===== src/rtl/morse_tx_scheduler.sv =====
// Morse transmit sequencer: queues letter indices, keys each 11-bit code MSB-first
// on a divided unit tick, then holds the line low for an inter-letter gap.
module morse_tx_scheduler #(
    parameter int TICK_DIV   = 25000000,
    parameter int FIFO_DEPTH = 4,
    parameter int GAP_UNITS  = 3
) (
    input  logic       clock,
    input  logic       resetn,
    input  logic       in_valid,
    input  logic [2:0] in_letter,
    output logic       in_ready,
    input  logic       abort,
    output logic       morse_out,
    output logic       busy,
    output logic       letter_done,
    output logic [2:0] queue_count
);
    localparam int TW = $clog2(TICK_DIV);
    localparam int PW = $clog2(FIFO_DEPTH);
    localparam logic [TW-1:0] TICK_RELOAD    = TW'(TICK_DIV - 1);
    localparam logic [2:0]    DEPTH_C        = 3'(FIFO_DEPTH);
    localparam logic [3:0]    LAST_CODE_UNIT = 4'd10;
    localparam logic [3:0]    LAST_GAP_UNIT  = 4'(GAP_UNITS - 1);

    typedef enum logic [1:0] {S_IDLE, S_LOAD, S_SEND, S_GAP} state_t;

    state_t          state_reg;
    logic [10:0]     shift_reg;
    logic [TW-1:0]   tick_reg;
    logic [3:0]      unit_reg;
    logic [PW-1:0]   wr_ptr_reg;
    logic [PW-1:0]   rd_ptr_reg;
    logic [2:0]      count_reg;
    logic            busy_reg;
    logic            done_reg;

    logic            push;
    logic            pop;
    logic            tick;
    logic [2:0]      head_letter;
    logic [2:0]      slot_q [FIFO_DEPTH];

    function automatic logic [10:0] letter_code(input logic [2:0] idx);
        logic [10:0] c;
        c = '0;
        case (idx)
            3'd0: c = 11'b10111000000;
            3'd1: c = 11'b11101010100;
            3'd2: c = 11'b11101011101;
            3'd3: c = 11'b11101010000;
            3'd4: c = 11'b10000000000;
            3'd5: c = 11'b10101110100;
            3'd6: c = 11'b11101110100;
            3'd7: c = 11'b10101010000;
        endcase
        return c;
    endfunction

    assign in_ready    = (count_reg < DEPTH_C) && !abort;
    assign push        = in_valid && in_ready;
    assign pop         = (state_reg == S_LOAD);
    assign tick        = (tick_reg == '0);
    assign head_letter = slot_q[rd_ptr_reg];

    // The shift register empties itself after 11 zero-fill shifts, so its MSB
    // is already low during GAP and IDLE and can drive the key line directly.
    assign morse_out   = shift_reg[10];
    assign busy        = busy_reg;
    assign letter_done = done_reg;
    assign queue_count = count_reg;

    for (genvar gi = 0; gi < FIFO_DEPTH; gi++) begin : g_slot
        logic [2:0] slot_reg;
        always_ff @(posedge clock or negedge resetn) begin
            if (!resetn) begin
                slot_reg <= '0;
            end else if (push && wr_ptr_reg == PW'(gi)) begin
                slot_reg <= in_letter;
            end
        end
        assign slot_q[gi] = slot_reg;
    end

    always_ff @(posedge clock or negedge resetn) begin
        if (!resetn) begin
            state_reg  <= S_IDLE;
            shift_reg  <= '0;
            tick_reg   <= '0;
            unit_reg   <= '0;
            wr_ptr_reg <= '0;
            rd_ptr_reg <= '0;
            count_reg  <= '0;
            busy_reg   <= 1'b0;
            done_reg   <= 1'b0;
        end else if (abort) begin
            state_reg  <= S_IDLE;
            shift_reg  <= '0;
            tick_reg   <= '0;
            unit_reg   <= '0;
            wr_ptr_reg <= '0;
            rd_ptr_reg <= '0;
            count_reg  <= '0;
            busy_reg   <= 1'b0;
            done_reg   <= 1'b0;
        end else begin
            done_reg <= 1'b0;

            if (push) begin
                wr_ptr_reg <= wr_ptr_reg + PW'(1);
            end
            if (pop) begin
                rd_ptr_reg <= rd_ptr_reg + PW'(1);
            end
            if (push && !pop) begin
                count_reg <= count_reg + 3'd1;
            end else if (!push && pop) begin
                count_reg <= count_reg - 3'd1;
            end

            case (state_reg)
                S_IDLE: begin
                    // A push arriving this cycle already counts, giving LOAD at +1.
                    if (count_reg != '0 || push) begin
                        state_reg <= S_LOAD;
                        busy_reg  <= 1'b1;
                    end
                end
                S_LOAD: begin
                    shift_reg <= letter_code(head_letter);
                    unit_reg  <= '0;
                    tick_reg  <= TICK_RELOAD;
                    state_reg <= S_SEND;
                end
                S_SEND: begin
                    if (tick) begin
                        tick_reg  <= TICK_RELOAD;
                        shift_reg <= {shift_reg[9:0], 1'b0};
                        if (unit_reg == LAST_CODE_UNIT) begin
                            unit_reg  <= '0;
                            state_reg <= S_GAP;
                        end else begin
                            unit_reg <= unit_reg + 4'd1;
                        end
                    end else begin
                        tick_reg <= tick_reg - TW'(1);
                    end
                    // Raised one cycle early so the registered pulse coincides
                    // with the cycle of the eleventh tick.
                    done_reg <= (tick_reg == TW'(1)) && (unit_reg == LAST_CODE_UNIT);
                end
                S_GAP: begin
                    if (tick) begin
                        tick_reg <= TICK_RELOAD;
                        if (unit_reg == LAST_GAP_UNIT) begin
                            unit_reg <= '0;
                            if (count_reg != '0) begin
                                state_reg <= S_LOAD;
                            end else begin
                                state_reg <= S_IDLE;
                                busy_reg  <= 1'b0;
                            end
                        end else begin
                            unit_reg <= unit_reg + 4'd1;
                        end
                    end else begin
                        tick_reg <= tick_reg - TW'(1);
                    end
                end
                default: state_reg <= S_IDLE;
            endcase
        end
    end
endmodule


===== config.mk =====
export PLATFORM = sky130hd
export DESIGN_NAME = morse_tx_scheduler
export DESIGN_NICKNAME = d
export VERILOG_FILES = /design/src/rtl/morse_tx_scheduler.sv
export SDC_FILE = /design/constraint.sdc
export NUM_CORES = 1
export LEC_CHECK = 0
export ABC_AREA = 1
export ABC_CLOCK_PERIOD_IN_PS = 1670
export CELL_PAD_IN_SITES_DETAIL_PLACEMENT = 2
export CELL_PAD_IN_SITES_GLOBAL_PLACEMENT = 2
export CORE_AREA = 2 2 131 95
export DETAILED_ROUTE_END_ITERATION = 10
export DIE_AREA = 0 0 133 97
export PLACE_DENSITY = 0.75
export SLEW_MARGIN = 20
export SYNTH_ARGS = -nofsm -noshare
export SYNTH_HDL_FRONTEND = slang
export SYNTH_SLANG_ARGS = --single-unit

===== constraint.sdc =====
create_clock -name clock -period 1.67 [get_ports clock]
set_input_delay 0.4175 -clock clock [delete_from_list [all_inputs] [get_ports clock]]
set_output_delay 0.4175 -clock clock [all_outputs]
set_load 0.005 [all_outputs]

==> flow_metrics.py <==
metrics = {
    "worst_hold_path": {
        "hp-class": "in2async",
    },
    "floorplan": {
        "rows": 33,
        "die_area_sq_um": 12900,
        "fp.dieW_microns": 133,
        "core_area_sq_um": 11520,
        "die_h_microns": 97,
        "ioPinCount": 14,
        "initial_core_util_pct": 32.58,
    },
    "logic_synthesis": {
        "synth-async-reset-ratio_pct": 100.0,
        "synth_warnings": 0,
        "mappedNetlistArea_sq_um": 3754,
        "yosysMostFrequentCell": "nand2_1",
        "synth_fp_nets": 521,
        "synth_fa_ha_area_share_pct": 5.533,
        "yosys-top-cells-area": "dfrtp_1 (42%), nand2_1 (16%), nor2_1 (5.7%), ha_1 (5.0%), nand3_1 (4.9%)",
        "synth_edf_count": 0,
        "synth-simple-area-share_pct": 35.67,
        "synth_compound_area_share_pct": 8.033,
        "synth_top_family_by_area": "simple AND/OR/NAND/NOR gates",
        "synth_mux_area_share_pct": 0,
        "yosysTopAreaCell": "dfrtp_1",
        "synth.avg_cell_area_sq_um": 7.537,
        "netlist_instances": 498,
        "seq_area_frac_synth_pct": 42.00,
        "synth_xor_area_share_pct": 2.333,
        "ys_types": 31,
        "ys_top_cells_by_count": "nand2_1 (164), dfrtp_1 (63), nor2_1 (57)",
        "synth_flop_cell": "dfrtp_1",
        "netlist.area_leader.share_pct": 42.00,
        "ys_ff_latch": 63,
    },
    "timing": {
        "setup_tns_ps": -5135,
        "rsz0062_at_grt": "yes",
        "setup_viol": 46,
        "layout_min_cycle_time_ps": 1903,
        "slew_violations": 0,
        "worst_slack_ps": -233.4,
        "relSlewSlack_pct": 70.92,
        "finClkSkew_ps": 15.66,
        "hold_violations": 0,
        "fmax_mhz": 525.4,
        "tightest_slew_ps": 432.2,
        "period_share_pct": 114.0,
        "hold_ws_ps": 76.24,
    },
    "cts": {
        "cts_buffers": 9,
        "cts_tree": "yes",
        "h-tree-depth": 3,
        "clk-insertion-delay-late_ps": 350,
        "cts.sinks": 63,
        "path_clk_slew_ps": 60,
        "cts_buffer_depth": 2,
        "cts_root_buf": "clkbuf_16",
    },
    "finish": {
        "syn_to_final_growth_pct": 46.90,
        "nNetsFinal": 619,
        "drive_gt1_share_pct": 37.56,
        "largest_reg_flops": 25,
        "multi_input_area_sq_um": 2449,
        "ff_latch_area_sq_um": 1583,
        "fillers": 1266,
        "num_antenna_cells": 0,
    },
    "grt": {
        "met1_usage_pct": 33.78,
        "grt_max_degree": 64,
        "grt_antenna_before_repair": 0,
        "met3_usage_pct": 5.398,
        "busiest_layer": "met2",
        "grt.total_usage_pct": 25.42,
        "grt_util_met2_pct": 41.33,
        "overflow": 0,
        "grt_pass1_vias": 4367,
        "grt_pass1_wl_mm": 24.86,
    },
    "placed_design": {
        "gp_congestion": 0.7886,
        "port_buffers": 13,
        "dp_hpwl_mm": 9.915,
    },
    "power_and_ir_drop": {
        "p_seq_share_pct": 24.3,
        "clkPwrFrac_pct": 15.4,
        "power_mw": 11.17,
        "cell_internal_pwr_mw": 5.599,
        "ir_drop_uv": 929.5,
        "p_leak_nw": 2.633,
        "p_comb_share_pct": 60.3,
        "power_density_nw_per_um2": 2026,
        "power_switching_share_pct": 49.87,
        "power.switching_mw": 5.572,
    },
    "setup_path": {
        "start_kind": "register",
        "crit_chain": "nor2_2, nand2_2, nor2_1, buf_4, nand3_1, nand2_1, nand3_1, nand2_1, nand2_1",
        "worstReg2RegEnd": "tick_reg[22]",
        "cp_slowest_cell": "dfrtp_1",
        "worstPathRequired_ps": 1890,
        "crit_path_end_kind": "register",
        "path_buf_inv": 1,
        "crit_type": "reg2reg",
        "rrSetupSlack_ps": -230,
        "crit_family": "simple AND/OR/NAND/NOR gates",
        "reg2reg_depth": 9,
        "r2r_start": "tick_reg[11]",
        "crit_top_cell": "nand2_1",
        "critical_path_peak_fanout": 4,
        "slowest_delay_ps": 480,
        "cp_data_arrival_time_ps": 2130,
    },
    "status": {
        "violations": "setup timing",
        "status": "finished with violations",
    },
    "detailed_routing": {
        "wl_per_cell_microns": 25.14,
        "ant_nets": 0,
        "drc": 0,
        "via_per_inst": 5.315,
        "drtIter0Drc": 220,
        "drt_pass1_iterations": 4,
        "via_count": 4018,
        "wirelength_mm": 19.01,
    },
    "run": {
        "drv_cap": 0,
    },
}
power groups by stage:
| stage | Combinational [mW] | Clock, mW | Sequential (mW) |
|---|---|---|---|
| after floorplan | 2.67 | 0 | 2.42 |
| after global placement | 4.35 | 0 | 2.47 |
| after detailed placement | 4.65 | 0 | 2.51 |
| after CTS | 5.15 | 1.69 | 2.53 |
| after global routing | 7.19 | 1.80 | 2.76 |
| final | 6.74 | 1.72 | 2.71 |
cell usage in the layout, fill, tap and decap left out, types with 10 or more instances in the layout:
cell type    n
buf_4       66
clkbuf_16   10
dfrtp_1     58
ha_1        11
inv_1       34
inv_2       13
nand2_1    137
nand2_2     24
nand3_1     31
nor2_1      31
nor2_4      30
o21ai_0     18
timing repair:
action	in CTS	in global routing
endpoints found under the setup margin	47	50
pin swaps	11	25
gates resized for setup	44	120
gates cloned	0	1
setup buffers	9	8
hold buffers	0	0
layer usage:
layer / routed length [microns] / up-vias / part of all wire [%]
met5: 0 / - / 0
met4: 369 / 0 / 1.9
met3: 551 / 28 / 2.9
met2: 9473 / 92 / 50
met1: 8613 / 2109 / 45
li1: - / 1789 / -
metrics by stage:
step                util (%)  setup WS [ps]  cells  cell area [sq um]
floorplan                  -          13.25    498               3756
detailed placement     39.37         -414.2    724               4536
CTS                    43.29          3.691    747               4987
finish                 47.87         -233.4    756               5514
global placement       39.37         -310.0    724               4536
global route           47.87         -287.9    756               5514
final cells by class:
class	count	area share (%)
clock buffers	12	4.289
clock inverters	2	0.1815
inverters	53	4.152
multi-input cells	377	44.41
flip-flops and latches	63	28.70
well taps	157	3.563
repair buffers	92	14.70
worst register-to-register path: cells and delay by family, from the launching register on:
kind,cells,cell delay [ps]
simple gates,8,1100
flops,1,480
buf+inv,1,200
kinds of logic (layout without fill, tap and decap cells):
| kind of cell | Yosys count | in the layout |
|---|---|---|
| AND/OR/NAND/NOR | 299 | 299 |
| flip-flops | 63 | 63 |
| buffers and inverters | 58 | 159 |
| AO/OA/AOI/OAI | 52 | 52 |
| adder cells (fa/ha/maj) | 16 | 16 |
| XOR/XNOR | 10 | 10 |
how the worst max path moves through the flow:
| stage | depth (start not counted) | slack, ps | start | to |
|---|---|---|---|---|
| floorplan | 8 | 10 | state_reg[1] | queue_count[2] |
| global placement | 9 | -310 | abort | queue_count[2] |
| detailed placement | 9 | -410 | abort | state_reg[1] |
| CTS | 9 | 4 | state_reg[1] | unit_reg[0] |
| global route | 9 | -290 | tick_reg[11] | tick_reg[22] |
| finish | 9 | -230 | tick_reg[11] | tick_reg[22] |
No activity file was read; power rests on OpenSTA's default activity.
